File: config.mk
export PLATFORM = sky130hd
export DESIGN_NAME = instr_feeder_flat
export DESIGN_NICKNAME = d
export VERILOG_FILES = /design/src/rtl/instr_feeder_if.sv /design/src/rtl/instr_feeder.sv /design/src/flat_wrapper.sv
export SDC_FILE = /design/constraint.sdc
export NUM_CORES = 1
export LEC_CHECK = 0
export BUFFER_PORTS_ARGS = -buffer_cell sky130_fd_sc_hd__buf_2
export CORE_MARGIN = 2
export CORE_UTILIZATION = 60
export CTS_CLUSTER_DIAMETER = 50
export DETAILED_ROUTE_END_ITERATION = 16
export PLACE_DENSITY = 0.78
export SLEW_MARGIN = 20
export SYNTH_ARGS = -nofsm -noshare
export SYNTH_HDL_FRONTEND = slang
export SYNTH_SLANG_ARGS = --single-unit
File: constraint.sdc
create_clock -name Clock -period 4.1 [get_ports Clock]
set_clock_uncertainty 0.15 [all_clocks]
set_input_delay 0.82 -clock Clock [delete_from_list [all_inputs] [get_ports Clock]]
set_output_delay 0.82 -clock Clock [all_outputs]
set_load 0.02 [all_outputs]
File: src/rtl/instr_feeder_if.sv
`default_nettype none
// +----------------------------------------------------------------------------+
// | instr_feeder_if : DIN/Run/Done handshake between feeder and processor      |
// | Rev 1.0                                                                    |
// +----------------------------------------------------------------------------+
interface instr_feeder_if;
    logic [15:0] DIN;
    logic        Run;
    logic        Done;

    modport master (output DIN, output Run, input  Done);
    modport slave  (input  DIN, input  Run, output Done);
endinterface
`default_nettype wire

File: src/rtl/instr_feeder.sv
`default_nettype none
// +----------------------------------------------------------------------------+
// | instr_feeder : program store that issues words to processor_multiciclo     |
// | Rev 1.0                                                                    |
// +----------------------------------------------------------------------------+
module instr_feeder #(
    parameter int         DEPTH      = 16,
    parameter int         AW         = 4,
    parameter logic [2:0] MVI_OPCODE = 3'b001,
    parameter int         TIMEOUT    = 255
) (
    input  logic          Clock,
    input  logic          Resetn,
    input  logic          wr_en,
    input  logic [15:0]   wr_data,
    input  logic          clr,
    input  logic          start,
    instr_feeder_if.master bus,
    output logic [AW-1:0] pc,
    output logic [AW:0]   count,
    output logic          busy,
    output logic          halted,
    output logic          err
);

    localparam int            c_TW          = (TIMEOUT < 2) ? 1 : $clog2(TIMEOUT + 1);
    localparam logic [AW:0]   c_DEPTH_CNT   = (AW + 1)'(DEPTH);
    localparam logic [c_TW-1:0] c_TMO_LAST  = c_TW'(TIMEOUT - 1);

    typedef enum logic [1:0] {
        S_IDLE  = 2'd0,
        S_ISSUE = 2'd1,
        S_WAIT  = 2'd2,
        S_HALT  = 2'd3
    } state_t;

    state_t          r_state;
    logic [15:0]     r_din;
    logic            r_run;
    logic [AW-1:0]   r_pc;
    logic [AW:0]     r_count;
    logic            r_err;
    logic [c_TW-1:0] r_timer;
    logic            r_start_q;
    logic [15:0]     r_mem [DEPTH];

    logic            w_loading;
    logic            w_full;
    logic            w_mem_we;
    logic            w_start_rise;
    logic [AW:0]     w_pc_inc;
    logic [AW-1:0]   w_pc_nxt;
    logic            w_has_next;

    assign w_loading    = (r_state == S_IDLE) || (r_state == S_HALT);
    assign w_full       = (r_count == c_DEPTH_CNT);
    assign w_start_rise = start & ~r_start_q;
    // Widen before incrementing so the last slot does not alias to index 0.
    assign w_pc_inc     = {1'b0, r_pc} + (AW + 1)'(1);
    assign w_pc_nxt     = w_pc_inc[AW-1:0];
    assign w_has_next   = (w_pc_inc < r_count);
    // Gate with Resetn so a write strobe held through reset never lands.
    assign w_mem_we     = Resetn && w_loading && wr_en && !clr && !w_full;

    always_ff @(posedge Clock) begin
        if (w_mem_we) begin
            r_mem[r_count[AW-1:0]] <= wr_data;
        end
    end

    always_ff @(posedge Clock or negedge Resetn) begin
        if (!Resetn) begin
            r_state   <= S_IDLE;
            r_din     <= 16'h0000;
            r_run     <= 1'b0;
            r_pc      <= '0;
            r_count   <= '0;
            r_err     <= 1'b0;
            r_timer   <= '0;
            r_start_q <= 1'b0;
        end else begin
            r_start_q <= start;
            case (r_state)
                S_IDLE, S_HALT: begin
                    if (clr) begin
                        r_count <= '0;
                        r_err   <= 1'b0;
                    end else if (wr_en) begin
                        if (w_full) begin
                            r_err <= 1'b1;
                        end else begin
                            r_count <= r_count + (AW + 1)'(1);
                        end
                    end else if (w_start_rise && (r_count != '0)) begin
                        r_pc    <= '0;
                        r_din   <= r_mem[0];
                        r_run   <= 1'b1;
                        r_state <= S_ISSUE;
                    end
                end
                S_ISSUE: begin
                    r_run   <= 1'b0;
                    r_timer <= '0;
                    if (r_din[8:6] == MVI_OPCODE) begin
                        if (w_has_next) begin
                            r_pc    <= w_pc_nxt;
                            r_din   <= r_mem[w_pc_nxt];
                            r_state <= S_WAIT;
                        end else begin
                            r_err   <= 1'b1;
                            r_state <= S_HALT;
                        end
                    end else begin
                        r_state <= S_WAIT;
                    end
                end
                S_WAIT: begin
                    if (bus.Done) begin
                        if (w_has_next) begin
                            r_pc    <= w_pc_nxt;
                            r_din   <= r_mem[w_pc_nxt];
                            r_run   <= 1'b1;
                            r_state <= S_ISSUE;
                        end else begin
                            r_state <= S_HALT;
                        end
                    end else begin
                        r_timer <= r_timer + c_TW'(1);
                        if (r_timer == c_TMO_LAST) begin
                            r_err   <= 1'b1;
                            r_state <= S_HALT;
                        end
                    end
                end
                default: r_state <= S_IDLE;
            endcase
        end
    end

    assign bus.DIN = r_din;
    assign bus.Run = r_run;
    assign pc      = r_pc;
    assign count   = r_count;
    assign err     = r_err;
    assign busy    = (r_state == S_ISSUE) || (r_state == S_WAIT);
    assign halted  = (r_state == S_HALT);

endmodule
`default_nettype wire

File: src/flat_wrapper.sv
// flat-port wrapper written by rule: the top's interface ports become plain ports
module instr_feeder_flat 
#(
    parameter int         DEPTH      = 16,
    parameter int         AW         = 4,
    parameter logic [2:0] MVI_OPCODE = 3'b001,
    parameter int         TIMEOUT    = 255
)
  (Clock, Resetn, wr_en, wr_data, clr, start, pc, count, busy, halted, err, bus_DIN, bus_Run, bus_Done);
  instr_feeder_if bus_i ();
  input  logic Clock;
  input  logic Resetn;
  input  logic wr_en;
  input  logic [15:0] wr_data;
  input  logic clr;
  input  logic start;
  output logic [AW-1:0] pc;
  output logic [AW:0] count;
  output logic busy;
  output logic halted;
  output logic err;
  output wire logic [$bits(bus_i.DIN)-1:0] bus_DIN;
  output wire logic [$bits(bus_i.Run)-1:0] bus_Run;
  input wire logic [$bits(bus_i.Done)-1:0] bus_Done;
  assign bus_DIN = bus_i.DIN;
  assign bus_Run = bus_i.Run;
  assign bus_i.Done = bus_Done;
  instr_feeder #(.DEPTH(DEPTH), .AW(AW), .MVI_OPCODE(MVI_OPCODE), .TIMEOUT(TIMEOUT)) u_core (.Clock(Clock), .Resetn(Resetn), .wr_en(wr_en), .wr_data(wr_data), .clr(clr), .start(start), .bus(bus_i), .pc(pc), .count(count), .busy(busy), .halted(halted), .err(err));
endmodule
==> Word-level counts from Yosys, hierarchy flattened <==
Memory sizes are Yosys's and may differ from the RTL's.
Cells that the tools add are included.
{ "classes": {"n_addsub": 3, "n_mul": 0, "div_mod_pow": 0, "n_lt_le_gt_ge": 1, "n_eq_ne": 19, "shift": 0, "mux": 44, "bitwise": 2, "reduce_logical": 20} }
{ "op_table": {"columns": ["op", "n"], "rows": [
  ["two-way mux 16 bit", 6],
  ["one-hot mux 16 bit (3 select lines)", 1],
  ["two-way mux 4 bit", 6],
  ["two-way mux 1 bit", 16],
  ["one-hot mux 8 bit (2 select lines)", 1],
  ["two-way mux 5 bit", 3],
  ["two-way mux 2 bit", 6],
  ["inequality test 2 bit (second input constant)", 6],
  ["one-hot mux 4 bit (3 select lines)", 1],
  ["AND reduction 5 bit", 2],
  ["adder 8 x 1 -> 8 bit (second input constant)", 1],
  ["equality test 8 bit (second input constant)", 1],
  ["two-way mux 8 bit", 1],
  ["inequality test 2 x 1 -> 1 bit (second input constant)", 4],
  ["inequality test 3 x 2 -> 1 bit (second input constant)", 2],
  ["one-hot mux 1 bit (3 select lines)", 2],
  ["one-hot mux 2 bit (3 select lines)", 1],
  ["AND reduction 6 bit", 1],
  ["adder 4 x 1 -> 5 bit (second input constant)", 1],
  ["adder 5 x 1 -> 5 bit (second input constant)", 1],
  ["equality test 5 bit (second input constant)", 1],
  ["logical AND 1 bit", 5],
  ["less-than comparator 5 bit", 1],
  ["nonzero test 5 bit", 1],
  ["other kinds (14)", 18]
]} }
{ "word_totals": {"regBits": 38, "latch_bits": 0, "mem_bits_rw": 256, "rom_bits": 0, "in_bits": 22, "output_inout_bits": 29, "elab_cells": 98, "memories": 1} }
{ "mem_list": {"columns": ["name", "depth", "width", "rd", "rd_clocked_by_memory_dff", "wr", "line_no", "source"], "rows": [
  ["u_core.r_mem", 16, 16, 2, 0, 1, "instr_feeder.sv:45", "logic [15:0] r_mem [DEPTH];"]
]} }

==> Depth between registers and ports, before layout <==
{ "depth": {"depth_word": 8, "mapped_depth": 12, "mapped_depth_nobuf": 9} }

==> Worst setup path before layout <==
OpenSTA, ideal clock, no wires.
{ "synth_timing": {"path_kind": "register -> register", "from": "register u_core.r_state[0]", "to": "memory u_core.r_mem[1][0], enable pin", "setup_time_ps": 409, "t_arrival_ps": 2881, "required_time_ps": 3541, "path_slack_ps": 659, "stages_incl_launch_ff": 9, "n_path_buf": 1, "period_less_slack_ps": 3441, "cell_sequence": "dfrtp_1 > inv_1 > ha_1 > clkbuf_1 > nor2b_1 > nand3_1 > nor2_1 > nand2_1 > nor3_1"} }
{ "synth_via": {"elab_chain_cells": 8, "word_cells_on_any_way": 9, "cone_classes": "eq/ne (1); mux (2); reduce/logical (6)"} }
{ "synth_lines": {"columns": ["item", "line_no", "source"], "rows": [
  ["start: declaration", "instr_feeder.sv:37", "state_t r_state;"],
  ["start signal: assignment", "instr_feeder.sv:73", "r_state <= S_IDLE;"],
  ["start signal: assignment", "instr_feeder.sv:98", "r_state <= S_ISSUE;"],
  ["start signal: assignment", "instr_feeder.sv:108", "r_state <= S_WAIT;"],
  ["equality test 2 bit or logical NOT 2 bit (tied branches)", "instr_feeder.sv:55", "assign w_loading = (r_state == S_IDLE) || (r_state == S_HALT);"],
  ["logical OR 1 bit (*)", "instr_feeder.sv:55", null],
  ["logical AND 1 bit (*) (4 in a row)", "instr_feeder.sv:63", "assign w_mem_we = Resetn && w_loading && wr_en && !clr && !w_full;"],
  ["two-way mux 1 bit (*)", "instr_feeder.sv:66", "if (w_mem_we) begin"],
  ["two-way mux 1 bit (not written as such) (*)", "instr_feeder.sv:67", "r_mem[r_count[AW-1:0]] <= wr_data;"],
  ["end: declaration", "instr_feeder.sv:45", null]
]} }
Every way passes the cells marked *; elsewhere a longest branch is shown, timed or not.

==> Worst setup path in the final report <==
{ "layout_timing": {"from": "register u_core.r_state[0]", "to": "output busy"} }
{ "layout_via": {"elab_chain_cells": 2, "word_cells_on_any_way": 3, "cone_classes": "eq/ne (2); reduce/logical (1)"} }
{ "layout_lines": {"columns": ["item", "line_no", "source"], "rows": [
  ["equality test 2 x 1 -> 1 bit or equality test 2 bit (tied branches)", "instr_feeder.sv:145", "assign busy = (r_state == S_ISSUE) || (r_state == S_WAIT);"],
  ["logical OR 1 bit (*)", "instr_feeder.sv:145", null],
  ["end: declaration", "flat_wrapper.sv:19", "output logic busy;"]
]} }
Marks and branches as above.

==> impl_metrics.tcl <==
set metrics [dict create \
    outcome "complete, no violations" \
    synth-seq-cells 294 \
    cts_buffers 30 \
    vias_per_cell 6.44 \
    root_buffer "clkbuf_16" \
    slew_headroom_pct 35.4 \
    multi_input_area_um2 3280 \
    seq_area_um2 8640 \
    netlist_area_um2 12100 \
    design_area_um2 13700 \
    grt_usage_pct 25.8 \
    mostFrequentLayoutCell "edfxtp_1" \
    cts_resized 0 \
    htree_levels 1 \
    grt_antenna_before_repair 0 \
    cp-start-kind "flop" \
    ys.flop_type "edfxtp_1" \
    clkTransAtPathRegs_ns 0.07 \
    start_util_pct 61.6 \
    post_cts_buffers 0 \
    area_growth_syn_to_layout_pct 13.3 \
    wl_per_cell_um 25.5 \
    row_count 51 \
    cts_tree "built" \
    cp-end-kind "output port" \
    fin_crit_ns 3.23 \
    setup_viol 0 \
    clk_latency_ns 0.56 \
    grt_pass1_wl_um 41300 \
    core_um2 19700 \
    synth_area_leaders "edfxtp_1 64%, mux4_2 12%, dfrtp_1 7.9%" \
    crit_path_max_fanout 13 \
    p_leak_uw 0.00479 \
    grt_max_degree 66 \
    synth_top_area_cell "edfxtp_1" \
    yosysWarnings 0 \
    dr.pass1.iters 5 \
    path_cells "inv_1 -> ha_1 -> buf_4 -> inv_1 -> buf_2" \
    post_dp_cell_area_um2 12800 \
    maxSlewViolCount 0 \
    synthCells 700 \
    cts_hold_buf 0 \
    path_buf_inv 4 \
    ios 51 \
    drtAntennaViolNets 0 \
    final_nets 811 \
    async_reset_ff_share_pct 12.9 \
    crit_top_cell "inv_1" \
    slowest_delay_ns 0.49 \
    ir_drop_mv 0.452 \
    min-delay-path-class "input pin to async pin" \
    syn_nets 736 \
    cts.sinks 294 \
    yosys.area.top_type_share_pct 63.5 \
    max_cap_viol_count 0 \
    die_h_um 146 \
    die_area_um2 21300 \
    grt_pass1_vias 7101 \
    r2r_start "u_core.pc[0]" \
    critPathSlowestCell "inv_1" \
    path_class "flop to output port" \
    seq_area_frac_synth_pct 71.4 \
    worst_pin_slew_ns 0.969 \
    grt_overflow 0 \
    rrSetupSlack_ns 0.92 \
    diodes 0 \
    drc_errors 0 \
    ff2ff_path_depth 7 \
    final_cell_mix "256 x edfxtp_1, 70 x nand2_1, 64 x mux4_2" \
    cp_top_family "buffers and inverters" \
    arrival_ns 2.26 \
    r2r-end "u_core.bus.DIN[14]" \
    dp_hpwl_um 15500 \
    finalWeightedCongestion 0.948 \
    tns_ns 0 \
    syn_area_per_cell_um2 17.3 \
    ys_types 53 \
    portBuffers 50 \
    power_density_nw_per_um2 675 \
    drive_gt1_share_pct 28.3 \
    synth_edf_count 256 \
    die_w_um 146 \
    p_total_uw 9250 \
    max_freq_mhz 310 \
    drt-initial-drc-count 731 \
    rsz0062_at_grt "no" \
    fillers 1298 \
    wirelength_um 27200 \
    vias 6847 \
    clockBufferDepth 3 \
    hold_viol_final 0 \
    worst_ep_required_time_ns 3.13 \
    period_share_pct 78.8 \
]
==> worst max path at each step <==
stage	from	to	depth (start not counted)
6_report	u_core.r_state[0]	busy	5
3_5_place_dp	u_core.pc[2]	u_core.bus.DIN[4]	10
2_1_floorplan	u_core.r_state[0]	u_core.r_mem[1][0]	8
5_1_grt	u_core.pc[2]	u_core.bus.DIN[11]	11
4_1_cts	u_core.pc[2]	u_core.bus.DIN[4]	10
3_3_place_gp	u_core.pc[2]	u_core.bus.DIN[7]	10
==> cell usage after synthesis, drive strengths merged, types with 4 or more instances <==
| cell type | n |
|---|---|
| nor2b | 5 |
| nand2 | 70 |
| nand3 | 9 |
| dfrtp | 38 |
| xnor2 | 9 |
| clkbuf | 15 |
| and3 | 17 |
| edfxtp | 256 |
| ha | 14 |
| inv | 17 |
| nor2 | 67 |
| o21ai | 10 |
| nor3 | 4 |
| mux2i | 6 |
| a22o | 10 |
| mux4 | 64 |
| o31ai | 19 |
| a21oi | 6 |
| buf | 20 |
| o22ai | 15 |
==> worst register-to-register path, stage by stage, from the launching register on <==
cell      delay (ns)
dfrtp_4         0.52
ha_2            0.35
buf_4           0.72
mux4_2          0.46
and3_1          0.20
a211o_1         0.26
a311oi_1        0.28
o31ai_1         0.10
==> state kept, by name, indices dropped and copies added, names as in the netlist <==
signal            cells
u_core.r_state        2
u_core.err            1
u_core.r_mem        256
u_core.count          5
u_core.bus.Run        1
u_core.r_timer        8
u_core.bus.DIN       16
u_core.pc             4
u_core.r_start_q      1
==> cells by family (layout without fill, tap and decap cells) <==
family | after synthesis | in the layout | synth area share (%)
AO/OA/AOI/OAI | 75 | 75 | 5.22
XOR/XNOR | 10 | 10 | 0.724
multiplexers | 70 | 70 | 12.4
buffers and inverters | 52 | 151 | 2.02
AND/OR/NAND/NOR | 185 | 185 | 6.80
flip-flops | 294 | 294 | 71.4
adder cells (fa/ha/maj) | 14 | 14 | 1.45
==> area by class of cell <==
| type | instances | share of cell area [%] |
|---|---|---|
| Clock buffer | 44 | 6.08 |
| Inverter | 17 | 0.465 |
| Tap cell | 265 | 2.42 |
| Multi-Input combinational cell | 354 | 23.9 |
| Timing Repair Buffer | 78 | 3.48 |
| Clock inverter | 12 | 0.657 |
| Sequential cell | 294 | 63.0 |
==> per-layer routing <==
metal | global-route usage (%) | vias up | wire [um]
met3 | 4.38 | 70 | 2390
met4 | 11.4 | 0 | 1140
met5 | 0 | - | 0
li1 | - | 2887 | -
met2 | 41.7 | 369 | 13400
met1 | 35.3 | 3521 | 10200
==> through the flow <==
step                      worst slack [ns]  util [%]  std cells  hold slack, ns
after floorplan                      0.659         -        700           0.345
after global placement               0.903      65.0       1007           0.325
after detailed placement             0.699      65.0       1007           0.325
after CTS                            0.655      69.7       1063           0.204
after global routing                 0.680      69.8       1064           0.238
final                                0.869      69.8       1064           0.206
==> power breakdown <==
group          internal (uW)  leakage (uW)  switching (uW)  total [uW]
logic                   1310       0.00155            1840        3150
registers               3420       0.00279             157        3580
clock network           1420      0.000446            1110        2530
total                   6150       0.00479            3100        9250
No activity file was read; power rests on OpenSTA's default activity.
